[config.mk]
export PLATFORM = sky130hd
export DESIGN_NAME = cordic_rot_iter_ctrl
export DESIGN_NICKNAME = d
export VERILOG_FILES = /design/src/rtl/cordic_pkg.sv /design/src/rtl/cordic_iter_step.sv /design/src/rtl/cordic_rot_iter_ctrl.sv
export SDC_FILE = /design/constraint.sdc
export NUM_CORES = 1
export LEC_CHECK = 0
export ABC_CLOCK_PERIOD_IN_PS = 12000
export BUFFER_PORTS_ARGS = -buffer_cell sky130_fd_sc_hd__buf_2
export CELL_PAD_IN_SITES_DETAIL_PLACEMENT = 0
export CELL_PAD_IN_SITES_GLOBAL_PLACEMENT = 1
export CORE_ASPECT_RATIO = 0.5
export CORE_UTILIZATION = 30
export CTS_CLUSTER_DIAMETER = 150
export DETAILED_ROUTE_END_ITERATION = 10
export GPL_TIMING_DRIVEN = 0
export MAX_ROUTING_LAYER = met4
export PLACE_DENSITY_LB_ADDON = 0.15
export SYNTH_ARGS = -nofsm -noshare
export SYNTH_HDL_FRONTEND = slang
export SYNTH_HIERARCHICAL = 1
export SYNTH_SLANG_ARGS = --single-unit
[constraint.sdc]
create_clock -name clk -period 12 [get_ports clk]
set_clock_uncertainty 0.15 [all_clocks]
set_input_delay 0.6 -clock clk [delete_from_list [all_inputs] [get_ports clk]]
set_output_delay 0.6 -clock clk [all_outputs]
set_load 0.03 [all_outputs]
[src/rtl/cordic_pkg.sv]
// Shared definitions for the iterative CORDIC rotation controller.
package cordic_pkg;

  typedef enum logic [1:0] {
    ST_IDLE   = 2'd0,
    ST_ROTATE = 2'd1,
    ST_DONE   = 2'd2
  } cordic_state_t;

  localparam logic DIR_CW  = 1'b0;
  localparam logic DIR_CCW = 1'b1;

  // Stage counter width; a single-stage build still needs a 1-bit counter.
  function automatic int cnt_w(input int n);
    return (n > 1) ? $clog2(n) : 1;
  endfunction

endpackage

[src/rtl/cordic_iter_step.sv]
// One CORDIC micro-rotation with a run-time shift amount (shared by all stages).
module cordic_iter_step
  import cordic_pkg::*;
#(
  parameter int W  = 22,
  parameter int SW = 4
) (
  input  logic signed [W-1:0]  i_x,
  input  logic signed [W-1:0]  i_y,
  input  logic        [SW-1:0] i_shift,
  input  logic                 i_dir,
  output logic signed [W-1:0]  o_x,
  output logic signed [W-1:0]  o_y
);

  logic signed [W-1:0] w_xs;
  logic signed [W-1:0] w_ys;

  // Arithmetic shifts truncate toward -inf; sums wrap modulo 2^W.
  assign w_xs = i_x >>> i_shift;
  assign w_ys = i_y >>> i_shift;

  assign o_x = (i_dir == DIR_CCW) ? (i_x - w_ys) : (i_x + w_ys);
  assign o_y = (i_dir == DIR_CCW) ? (i_y + w_xs) : (i_y - w_xs);

endmodule

[src/rtl/cordic_rot_iter_ctrl.sv]
// Iterative CORDIC rotation sequencer: latches one vector plus direction word,
// runs NUM_STAGES micro-rotations through one shared step, then holds the
// result until the consumer takes it. No gain compensation.
module cordic_rot_iter_ctrl
  import cordic_pkg::*;
#(
  parameter  int CORDIC_WIDTH = 22,
  parameter  int NUM_STAGES   = 16,
  localparam int CNT_W        = cnt_w(NUM_STAGES)
) (
  input  logic                           clk,
  input  logic                           nreset,
  input  logic                           start_valid,
  output logic                           start_ready,
  input  logic signed [CORDIC_WIDTH-1:0] x_in,
  input  logic signed [CORDIC_WIDTH-1:0] y_in,
  input  logic        [NUM_STAGES-1:0]   dir_in,
  input  logic                           abort,
  output logic signed [CORDIC_WIDTH-1:0] x_out,
  output logic signed [CORDIC_WIDTH-1:0] y_out,
  output logic                           out_valid,
  input  logic                           out_ready,
  output logic                           busy,
  output logic        [CNT_W-1:0]        stage_idx
);

  localparam logic [CNT_W-1:0] LAST_STAGE = CNT_W'(NUM_STAGES - 1);

  cordic_state_t                   r_state;
  logic signed [CORDIC_WIDTH-1:0]  r_x;
  logic signed [CORDIC_WIDTH-1:0]  r_y;
  logic        [NUM_STAGES-1:0]    r_dir;
  logic        [CNT_W-1:0]         r_stage;
  logic                            r_out_valid;
  logic                            r_busy;
  logic                            r_start_ready;

  logic signed [CORDIC_WIDTH-1:0]  w_x_nxt;
  logic signed [CORDIC_WIDTH-1:0]  w_y_nxt;

  cordic_iter_step #(
    .W  (CORDIC_WIDTH),
    .SW (CNT_W)
  ) u_step (
    .i_x     (r_x),
    .i_y     (r_y),
    .i_shift (r_stage),
    .i_dir   (r_dir[r_stage]),
    .o_x     (w_x_nxt),
    .o_y     (w_y_nxt)
  );

  // Controller FSM: accept, iterate one stage per clock, hold result, handshake out.
  // abort outranks everything, including a same-cycle start.
  always_ff @(posedge clk or negedge nreset) begin
    if (!nreset) begin
      r_state       <= ST_IDLE;
      r_x           <= '0;
      r_y           <= '0;
      r_dir         <= '0;
      r_stage       <= '0;
      r_out_valid   <= 1'b0;
      r_busy        <= 1'b0;
      r_start_ready <= 1'b1;
    end else if (abort) begin
      r_state       <= ST_IDLE;
      r_x           <= '0;
      r_y           <= '0;
      r_dir         <= '0;
      r_stage       <= '0;
      r_out_valid   <= 1'b0;
      r_busy        <= 1'b0;
      r_start_ready <= 1'b1;
    end else begin
      case (r_state)
        ST_IDLE: begin
          if (start_valid) begin
            r_x           <= x_in;
            r_y           <= y_in;
            r_dir         <= dir_in;
            r_stage       <= '0;
            r_state       <= ST_ROTATE;
            r_busy        <= 1'b1;
            r_start_ready <= 1'b0;
          end
        end
        ST_ROTATE: begin
          r_x <= w_x_nxt;
          r_y <= w_y_nxt;
          if (r_stage == LAST_STAGE) begin
            r_stage     <= '0;
            r_state     <= ST_DONE;
            r_out_valid <= 1'b1;
          end else begin
            r_stage <= r_stage + CNT_W'(1);
          end
        end
        ST_DONE: begin
          // Return to IDLE only; the next start is taken on a later edge.
          if (out_ready) begin
            r_state       <= ST_IDLE;
            r_x           <= '0;
            r_y           <= '0;
            r_out_valid   <= 1'b0;
            r_busy        <= 1'b0;
            r_start_ready <= 1'b1;
          end
        end
        default: begin
          r_state       <= ST_IDLE;
          r_stage       <= '0;
          r_out_valid   <= 1'b0;
          r_busy        <= 1'b0;
          r_start_ready <= 1'b1;
        end
      endcase
    end
  end

  // Result is only visible while held in DONE.
  assign x_out       = r_out_valid ? r_x : '0;
  assign y_out       = r_out_valid ? r_y : '0;
  assign out_valid   = r_out_valid;
  assign busy        = r_busy;
  assign start_ready = r_start_ready;
  assign stage_idx   = r_stage;

endmodule

==> run metrics <==
outcome=finished clean; Post-CTS Resized=0; synth top area cells=dfrtp_1 (19%), mux4_2 (11%), ha_1 (7.5%); Synth Register Bits=slightly below 70; Mapped Cells=~1100; H-tree depth=3; largest net degree at the start of global routing=39; FF-to-FF path depth=23; Post-Layout Inst Area=10400 sq um; Avg WL per Cell=22.2 microns; Critical Path Sink Type=flop; synthesized area=around 9000 sq um; Placed Cells=1579; CTS tree=yes; R2R Path End=r_y[20]; drt via density=about 5.5; f_max=roughly 0.15 GHz; Worst slew margin=28.1%; Fin. Hold Viols=0; fraction of post-synthesis cell area in the top cell type by area=a little under a fifth; total CTS buffers=9; data required time of the worst path=about 12 ns; synthesized area per cell=8.36 sq um; origin of the worst setup path=stage_idx[2]; Ports=116; Ys Warns=6; GRT Total Usage=between 20% and 30%; reg2reg setup slack=around 5.2 ns; Core Box Area=29200 sq um; Slew @ Worst Pin=1.08 ns; Slew Limit Fails=0; main combinational cell family by area after synthesis=simple AND/OR/NAND/NOR gates; Synth Area in Compound Gates=a little over a fifth; Die Area=30600 sq um; adder-cell area share of the yosys netlist=approximately 8%; drt drc=0; R2R Path Start=stage_idx[2]; DR vias=8795; type of the most critical hold path=in2async; first-pass GRT wire length=between 50000 and 60000 microns; largest area contributor in the netlist=dfrtp_1; net count after synthesis=around 1200; cts hold-fix bufs=0; Initial DRT Pass Iterations=5; mux cell area share after synthesis=between 10% and 20%; Post-synth EDFFs=0; XOR/XNOR Fraction of Synth Area=7.43%; proportion of layout cells with a drive suffix above 1=20.1%; post-synthesis simple-gate area fraction=22.1%; share of flip-flops with an asynchronous set or reset=between 90% and 100%; Final Setup Violations=0; area grow syn2layout=16.0%; HPWL Detailed=roughly 27000 microns; CTS clk-pin slew, worst paths=~0.07 ns; Post-DRT Antenna Nets=0; critical path class=reg2reg; Top FF cell, synth=dfrtp_1; final WL=around 35000 microns; CTS root buffer=clkbuf_16; Max Cap Viol=0; final worst path period share=between 50% and 60%; synth unique cells=80; Setup Fix Bufs, Post-CTS=0; CP arrival=6.90 ns; RSZ-0062 raised after global routing=no; Seq/Total Area, Yosys=between 10% and 20%; final net count=about 1300; CTS max path bufs=2; final cell count without fillers=about 1600; initial antenna violation count=2; setup_tns=0 ns; final core occ=between 30% and 40%; Chip Width=246 microns; startpoint types=flop; initial DRC count=735; Critical Path Sink=r_y[20]; total gr overflow=0; Cell Area, Placed=a little over 10000 sq um; FP Rows=between 40 and 50; Max FO, Critical Path=14; Die Y-Extent=124 microns; Final min period=about 6.8 ns; clock net sink count=roughly 70; placer congestion estimate=0.958; initial core utilization=just over 30%; IO Port Bufs=approximately 120; vias in the first global route=8592; worst skew pair latency=about 0.37 ns
## final cells by class
| type | count | area [sq um] |
|---|---|---|
| clock inverters | 7 | 105 |
| repair buffers | 116 | 606 |
| multi-input cells | 908 | 6740 |
| inverters | 27 | 101 |
| fillers | 3087 | 18800 |
| well taps | 391 | 489 |
| flip-flops and latches | 69 | 1730 |
| plain buffers | 68 | 385 |
| diodes | 2 | 5.00 |
| clock buffers | 9 | 225 |
## synthesized netlist by cell type, drive strengths merged, types with 4 or more instances
library cell	number
nand2	148
a21oi	118
dfrtp	68
nor2	63
nor2b	55
ha	54
and2	51
xnor2	51
mux4	48
o31ai	45
buf	37
o21ai	35
clkbuf	31
inv	27
xor2	25
mux2i	23
a21o	17
nor3	17
a31oi	15
nand2b	15
nand3	11
o21a	11
mux2	8
nand4	8
a211oi	7
o211ai	7
and3	6
or3	6
a22oi	5
o21bai	5
o221ai	5
nor4	4
o2111ai	4
## critical path, stage by stage, from the launching register on
cell,delay [ns]
dfrtp_1,0.77
buf_4,0.32
clkbuf_1,0.51
clkbuf_1,0.60
clkbuf_1,0.58
nand2_1,0.10
nand2_1,0.10
nand2_1,0.05
o21a_1,0.13
ha_1,0.28
nand2_1,0.06
o21ai_0,0.14
fa_1,0.49
a21o_1,0.19
a21oi_1,0.27
o21ai_0,0.18
o2111ai_1,0.18
a21oi_1,0.13
nor4_1,0.48
o41ai_1,0.16
a21oi_1,0.19
xnor2_1,0.24
a21oi_1,0.13
o31ai_1,0.21
## worst min-delay path by stage
stage | from | to | cells after the start
floorplan | nreset | busy | 0
global placement | r_dir[0] | r_dir[0] | 2
detailed placement | busy | busy | 2
CTS | nreset | busy | 1
global route | nreset | busy | 1
finish | nreset | busy | 1
## routing by layer
layer	vias up	share of wire, %	GRT usage [%]
li1	4160	-	-
met1	4280	46	32.4
met2	316	43	36.8
met3	39	8.7	6.64
met4	0	2.2	7.21
met5	-	0	-
## cell usage in the layout, fill, tap and decap left out, drive strengths merged, types with 40 or more instances in the layout
| cell type | count |
|---|---|
| ha | 54 |
| clkbuf | 40 |
| nor2 | 63 |
| a21oi | 118 |
| nor2b | 55 |
| mux4 | 48 |
| and2 | 51 |
| o31ai | 45 |
| nand2 | 148 |
| buf | 153 |
| xnor2 | 51 |
| dfrtp | 68 |
## cell families (layout without fill, tap and decap cells)
group | count (synthesis) | after routing
multiplexers | 79 | 79
XOR/XNOR | 76 | 76
other | 0 | 2
adder cells (fa/ha/maj) | 56 | 56
buffers and inverters | 95 | 227
AO/OA/AOI/OAI | 301 | 301
flip-flops | 69 | 69
AND/OR/NAND/NOR | 396 | 396
## sequential cells by signal, indices dropped and copies added (netlist names)
register / cells
stage_idx: 4
r_y: 22
r_dir: 16
r_state: 2
r_x: 22
busy: 1
out_valid: 1
start_ready: 1
## metrics by stage
step,hold WS (ns),setup slack [ns]
finish,0.0155,5.23
global route,0.0373,4.87
CTS,0.0173,5.32
detailed placement,0.363,5.36
global placement,0.359,5.34
floorplan,0.154,6.68
Power is not shown: default switching activity piles up to over one toggle a cycle in this logic, so the estimate is an artifact.
